==> config.mk <==
export PLATFORM = sky130hd
export DESIGN_NAME = load_store_unit
export DESIGN_NICKNAME = d
export VERILOG_FILES = /design/src/rtl/lsu_pkg.sv /design/src/rtl/load_store_unit_align.sv /design/src/rtl/load_store_unit.sv
export SDC_FILE = /design/constraint.sdc
export NUM_CORES = 1
export LEC_CHECK = 0
export ABC_AREA = 1
export BUFFER_PORTS_ARGS = -buffer_cell sky130_fd_sc_hd__buf_4
export CORE_MARGIN = 10
export CORE_UTILIZATION = 48
export DETAILED_ROUTE_END_ITERATION = 10
export PLACE_DENSITY = 0.78
export SLEW_MARGIN = 30
export SYNTH_ARGS = -nofsm -noshare
export SYNTH_HDL_FRONTEND = slang
export SYNTH_HIERARCHICAL = 1
export SYNTH_SLANG_ARGS = --single-unit
==> constraint.sdc <==
create_clock -name clk -period 1.85 [get_ports clk]
set_clock_uncertainty 0.2 [all_clocks]
set_input_delay 0.37 -clock clk [delete_from_list [all_inputs] [get_ports clk]]
set_output_delay 0.37 -clock clk [all_outputs]
set_load 0.01 [all_outputs]
==> src/rtl/lsu_pkg.sv <==
// Shared definitions for the load/store unit: func3 encodings, FSM states,
// byte-strobe base patterns and small address helpers.
package lsu_pkg;

    localparam logic [2:0] F3_B  = 3'b000;
    localparam logic [2:0] F3_H  = 3'b001;
    localparam logic [2:0] F3_W  = 3'b010;
    localparam logic [2:0] F3_D  = 3'b011;
    localparam logic [2:0] F3_BU = 3'b100;
    localparam logic [2:0] F3_HU = 3'b101;
    localparam logic [2:0] F3_WU = 3'b110;
    localparam logic [2:0] F3_DX = 3'b111;

    localparam logic [7:0] STRB_B = 8'h01;
    localparam logic [7:0] STRB_H = 8'h03;
    localparam logic [7:0] STRB_W = 8'h0F;
    localparam logic [7:0] STRB_D = 8'hFF;

    typedef enum logic [1:0] {
        IDLE = 2'd0,
        BUSY = 2'd1,
        DONE = 2'd2
    } lsu_state_t;

    // Clear the byte-offset bits that lie below the natural size of the access.
    function automatic logic [2:0] align_offset(input logic [2:0] f3, input logic [2:0] off);
        case (f3)
            F3_B, F3_BU: return off;
            F3_H, F3_HU: return {off[2:1], 1'b0};
            F3_W, F3_WU: return {off[2], 2'b00};
            default:     return 3'b000;
        endcase
    endfunction

    // True when the byte offset is not a multiple of the access size.
    function automatic logic is_misaligned(input logic [2:0] f3, input logic [2:0] off);
        case (f3)
            F3_B, F3_BU: return 1'b0;
            F3_H, F3_HU: return off[0];
            F3_W, F3_WU: return |off[1:0];
            default:     return |off;
        endcase
    endfunction

endpackage

==> src/rtl/load_store_unit_align.sv <==
// Combinational byte-lane steering: store data/strobe placement and load
// result shift plus sign/zero extension.
module lsu_align
    import lsu_pkg::*;
(
    input  logic [2:0]  func3,
    input  logic [2:0]  offset,
    input  logic [63:0] store_src,
    input  logic [63:0] load_src,
    output logic [63:0] store_data,
    output logic [7:0]  store_strb,
    output logic [63:0] load_data
);

    logic [5:0]  shamt;
    logic [63:0] shifted;
    logic        sign_ok;

    assign shamt = {offset, 3'b000};

    // Place the store data in its byte lane and build the matching strobe.
    always_comb begin
        store_data = store_src << shamt;
        case (func3[1:0])
            2'b00:   store_strb = STRB_B << offset;
            2'b01:   store_strb = STRB_H << offset;
            2'b10:   store_strb = STRB_W << offset;
            default: store_strb = STRB_D;
        endcase
    end

    // Bring the addressed bytes down to bit 0 and extend to 64 bits.
    always_comb begin
        shifted = load_src >> shamt;
        sign_ok = ~func3[2];
        case (func3[1:0])
            2'b00:   load_data = {{56{shifted[7]  & sign_ok}}, shifted[7:0]};
            2'b01:   load_data = {{48{shifted[15] & sign_ok}}, shifted[15:0]};
            2'b10:   load_data = {{32{shifted[31] & sign_ok}}, shifted[31:0]};
            default: load_data = shifted;
        endcase
    end

endmodule

==> src/rtl/load_store_unit.sv <==
// Load/store unit for the MEM stage. Memory ops go IDLE->BUSY->DONE and
// stall the pipeline until the DONE cycle; non-memory ops pass the ALU result
// straight to writeback. Optional macro LSU_MISALIGN_TRAP_EN turns misaligned
// accesses into a misalign_err pulse instead of silently aligning them.
module load_store_unit
    import lsu_pkg::*;
(
    input  logic        clk,
    input  logic        rst,
    input  logic        in_valid,
    input  logic        in_load,
    input  logic        in_store,
    input  logic [2:0]  in_func3,
    input  logic [63:0] in_addr,
    input  logic [63:0] in_wdata,
    input  logic [4:0]  in_rd,
    output logic        mem_req,
    output logic        mem_we,
    output logic [63:0] mem_addr,
    output logic [63:0] mem_wdata,
    output logic [7:0]  mem_wstrb,
    input  logic        mem_ready,
    input  logic [63:0] mem_rdata,
    output logic        stall,
    output logic        wb_valid,
    output logic [4:0]  wb_rd,
    output logic [63:0] wb_data
`ifdef LSU_MISALIGN_TRAP_EN
    ,
    output logic        misalign_err
`endif
);

    lsu_state_t  state, state_next;

    logic        op_load_q;
    logic        op_store_q;
    logic [2:0]  func3_q;
    logic [63:0] addr_q;
    logic [63:0] wdata_q;
    logic [4:0]  rd_q;

    logic        wb_valid_q;
    logic [4:0]  wb_rd_q;
    logic [63:0] wb_data_q;

    logic        accept_mem;
    logic        accept_alu;
    logic        trap;

    logic [63:0] store_data;
    logic [7:0]  store_strb;
    logic [63:0] load_data;

    lsu_align u_align (
        .func3      (func3_q),
        .offset     (addr_q[2:0]),
        .store_src  (wdata_q),
        .load_src   (mem_rdata),
        .store_data (store_data),
        .store_strb (store_strb),
        .load_data  (load_data)
    );

    // State register.
    always_ff @(posedge clk) begin
        if (rst) state <= IDLE;
        else     state <= state_next;
    end

    // Next-state decode plus memory-port and stall outputs.
    always_comb begin
        state_next = state;
        stall      = 1'b0;
        mem_req    = 1'b0;
        mem_we     = 1'b0;
        mem_addr   = 64'd0;
        mem_wdata  = 64'd0;
        mem_wstrb  = 8'd0;
        accept_mem = 1'b0;
        accept_alu = 1'b0;
        trap       = 1'b0;
        case (state)
            IDLE: begin
                if (in_valid) begin
                    if (in_load || in_store) begin
`ifdef LSU_MISALIGN_TRAP_EN
                        if (is_misaligned(in_func3, in_addr[2:0])) begin
                            trap = 1'b1;
                        end else begin
                            accept_mem = 1'b1;
                            stall      = 1'b1;
                            state_next = BUSY;
                        end
`else
                        accept_mem = 1'b1;
                        stall      = 1'b1;
                        state_next = BUSY;
`endif
                    end else begin
                        accept_alu = 1'b1;
                    end
                end
            end
            BUSY: begin
                stall     = 1'b1;
                mem_req   = 1'b1;
                mem_we    = op_store_q;
                mem_addr  = {addr_q[63:3], 3'b000};
                mem_wdata = store_data;
                mem_wstrb = op_store_q ? store_strb : 8'd0;
                if (mem_ready) state_next = DONE;
            end
            DONE: begin
                state_next = IDLE;
            end
            default: begin
                state_next = IDLE;
            end
        endcase
    end

    // Operand latch and the registered MEM/WB payload.
    always_ff @(posedge clk) begin
        if (rst) begin
            op_load_q  <= 1'b0;
            op_store_q <= 1'b0;
            func3_q    <= 3'd0;
            addr_q     <= 64'd0;
            wdata_q    <= 64'd0;
            rd_q       <= 5'd0;
            wb_valid_q <= 1'b0;
            wb_rd_q    <= 5'd0;
            wb_data_q  <= 64'd0;
        end else begin
            wb_valid_q <= 1'b0;
            if (accept_alu) begin
                wb_valid_q <= 1'b1;
                wb_rd_q    <= in_rd;
                wb_data_q  <= in_addr;
            end
            if (accept_mem) begin
                op_load_q  <= in_load;
                op_store_q <= in_store;
                func3_q    <= in_func3;
                addr_q     <= {in_addr[63:3], align_offset(in_func3, in_addr[2:0])};
                wdata_q    <= in_wdata;
                rd_q       <= in_rd;
            end
            if (state == BUSY && mem_ready) begin
                wb_valid_q <= op_load_q;
                wb_rd_q    <= rd_q;
                if (op_load_q) wb_data_q <= load_data;
            end
        end
    end

`ifdef LSU_MISALIGN_TRAP_EN
    logic misalign_q;

    // One-cycle error pulse following a rejected misaligned access.
    always_ff @(posedge clk) begin
        if (rst) misalign_q <= 1'b0;
        else     misalign_q <= trap;
    end

    assign misalign_err = misalign_q;
`endif

    assign wb_valid = wb_valid_q;
    assign wb_rd    = wb_rd_q;
    assign wb_data  = wb_data_q;

endmodule

==> metrics.txt <==
FP Rows 61; status finished, violations left; DR vias 19500; Net Sw Frac 0.356; worst hold path class primary input to flip-flop; Setup-failing EPs final between 200 and 300; Worst Hold Path EP wdata_q[22]$_SDFFE_PP0P_; Worst path max stage delay between 0.3 and 0.4 ns; delay-heaviest family, CP buffers and inverters; htree depth 1; Logic pwr share 0.378; worst setup path class flip-flop to output pin; Die Y ~190 um; WHS Path Cells 3; sequential power share 0.320; Pwr Total between 0.015 and 0.02 W; core area around 28000 um2; dpl hpwl about 46000 um; worst r2r src addr_q[0]$_SDFFE_PP0P_; setup TNS -110.37 ns; slowest CP cell dfxtp_4; post-layout min period approximately 2.7 ns; sequential-to-total area share from yosys stat 0.308; NumNets Final around 3100; maximum net fanout on the critical path 8; Slew Viols, Final 0; initial antenna violation count 6; post-DR vias/cell a little under 6; drt wl/cell 22.8 um; CTS Buffer Depth 3; failing checks negative setup slack; die area between 30000 and 40000 um2; peak supply drop a little under 0.6 mV; largest net degree at the start of global routing 87; Pint 0.0103 W; area grow syn2layout 68.3%; CTS buffer count 23; worst hold slack 0.00645 ns; crit path DAT 2.15 ns; CP dominant cell by count buf_4; crit start category flip-flop; worst skew pair latency 0.54 ns; hold wc startpoint in_wdata[22]; Die X-Extent around 190 um; Initial DRC Count 2520; Placed Area about 18000 um2; DRC 0; Placer Congestion approximately 1; synthesized area approximately 14000 um2; Starting Density 0.488; RSZ-0062 raised after global routing yes; CP required between 1 and 1.5 ns; PD cells 696 nW/um2; Final ANT Viol Nets 0; CTS tree built; Worst-path clk slew around 0.070 ns; Synth cell types 36; Final Cell Area roughly 23000 um2; most frequent cells in the layout buf_4 (520), nand2_1 (429), inv_1 (309); DRT Wirelength approximately 76000 um; #FFs+latches synth between 200 and 250; max cap viols 0; Total GRT Usage 0.370; synth warn 6; number of port buffers approximately 410; Mean Syn Cell Area 6.02 um2; final hold viol count 0; Mapped Cells roughly 2300; period utilization 1.47; Pleak around 11 nW; Root Driver clkbuf_16; Detailed Routing Iterations Pass 1 7; first-pass GRT wire length around 110000 um; crit-path cells buf_12 > buf_16 > nor2_8 > buf_4 > buf_4 > a21oi_2 > o221ai_2 > nand2_1 > nor2_2 > buf_4; vias in the first global route ~19000; commonest non-fill, non-tap cell in the layout buf_4; Critical R2R Capture wb_data[21]$_SDFF_PP0_; DP Worst Slack -0.425 ns; clock sinks 210; critical path buffer and inverter count 5; GR Overflow Total 0; P_sw between 0.005 and 0.006 W; r2r setup slk -0.78 ns; Worst Max-Slew Pin Slew between 0.5 and 0.6 ns; Top Ports between 400 and 500; f_max 368 MHz; worst setup margin -0.870 ns; headroom to the max-slew limit 0.638; CP Capture Type output pin; Clk pwr share 0.302; layout cells sized above 1 0.363; Reg2Reg Depth 15
power groups by stage:
stage               combinational (W)  clock (W)  sequential, W
detailed placement            0.00439          0        0.00516
global placement              0.00435          0        0.00515
CTS                           0.00522    0.00475        0.00507
global route                  0.00636    0.00497        0.00513
finish                        0.00603    0.00482        0.00511
floorplan                     0.00243          0        0.00512
stage by stage:
step            util  cells
2_1_floorplan      -   2267
3_3_place_gp   0.659   3075
3_5_place_dp   0.659   3075
4_1_cts        0.780   3278
5_1_grt        0.821   3304
6_report       0.821   3308
how the worst max path moves through the flow:
stage / startpoint / end / slack (ns) / depth (start not counted)
floorplan: addr_q[0]$_SDFFE_PP0P_ / mem_wdata[48] / -0.11 / 10
global placement: addr_q[1]$_SDFFE_PP0P_ / mem_wdata[48] / -0.43 / 10
detailed placement: addr_q[1]$_SDFFE_PP0P_ / mem_wdata[16] / -0.43 / 10
CTS: addr_q[0]$_SDFFE_PP0P_ / mem_wdata[59] / -0.83 / 9
global route: addr_q[0]$_SDFFE_PP0P_ / mem_wdata[54] / -0.92 / 10
finish: addr_q[0]$_SDFFE_PP0P_ / mem_wstrb[6] / -0.87 / 10
routing by layer:
metal  global-route usage  wire (um)  up-vias
met2                0.622      34800     1619
met3               0.0851       8420      468
met1                0.408      25800     8878
li1                     -          -     8540
met5                    0         13        -
met4                0.258       6530        2
sequential cells by signal (all words and copies together) (netlist names), 2 cells and up:
signal and cells:
wb_rd 5, wb_data 64, addr_q 64, func3_q 3
wdata_q 64, rd_q 5, state 2
worst min-delay path, stage by stage:
cell	delay, ns
buf_4	0.08
o21ai_0	0.11
a21oi_1	0.13
synth_stat cells:
cell      count  area share
o211ai_1     51       0.028
or2_1         2     0.00092
o21ai_0     179       0.066
o22ai_1       4      0.0018
inv_2         5      0.0014
o21ai_1      59       0.022
inv_1       329       0.091
nor2_2        2     0.00092
nor2_1      318       0.088
nand2_2       3      0.0014
nand2_1     492        0.14
dfxtp_1     210        0.31
nand3_2      15       0.011
nor3b_1       1     0.00055
a21oi_1     159       0.058
nand4_1     102       0.047
buf_2        71       0.026
ha_1          6      0.0055
buf_6        19       0.016
nor2_8        1      0.0015
clkinv_1      1     0.00028
nor2_4        4      0.0033
buf_4        15      0.0083
a21boi_0      1     0.00055
clkbuf_2      8      0.0029
conb_1        1     0.00028
nand3_1     106       0.039
o311ai_1      2      0.0013
o221ai_1     12      0.0077
nor3_1        1     0.00037
o311ai_0      1     0.00064
or2_2        10      0.0046
buf_1         6      0.0017
inv_4         1     0.00046
clkbuf_1     67       0.018
mux2i_1       1     0.00073
cell families after synthesis:
family / synth area share
compound gates: 0.186
fa+ha+maj: 0.00551
buf+inv: 0.166
flops: 0.308
mux: 0.000734
other cells: 0.000275
simple gates: 0.333
timing repair:
| item | CTS | global route |
|---|---|---|
| resized for setup | 255 | 252 |
| hold buffers | 130 | 0 |
| setup endpoints to repair | 200 | 228 |
| gates cloned | 8 | 10 |
| buffers inserted | 26 | 18 |
| hold endpoints to repair | 142 | 0 |
| pin swaps | 37 | 94 |
area by class of cell:
type	count	area, um2
Antenna cell	7	17.5
Clock buffer	34	667
Clock inverter	6	91.3
Fill cell	1698	5000
Inverter	336	1300
Multi-Input combinational cell	1536	8620
Sequential cell	210	4220
Tap cell	378	473
Timing Repair Buffer	801	7550
Power figures use the tool's default switching activity.
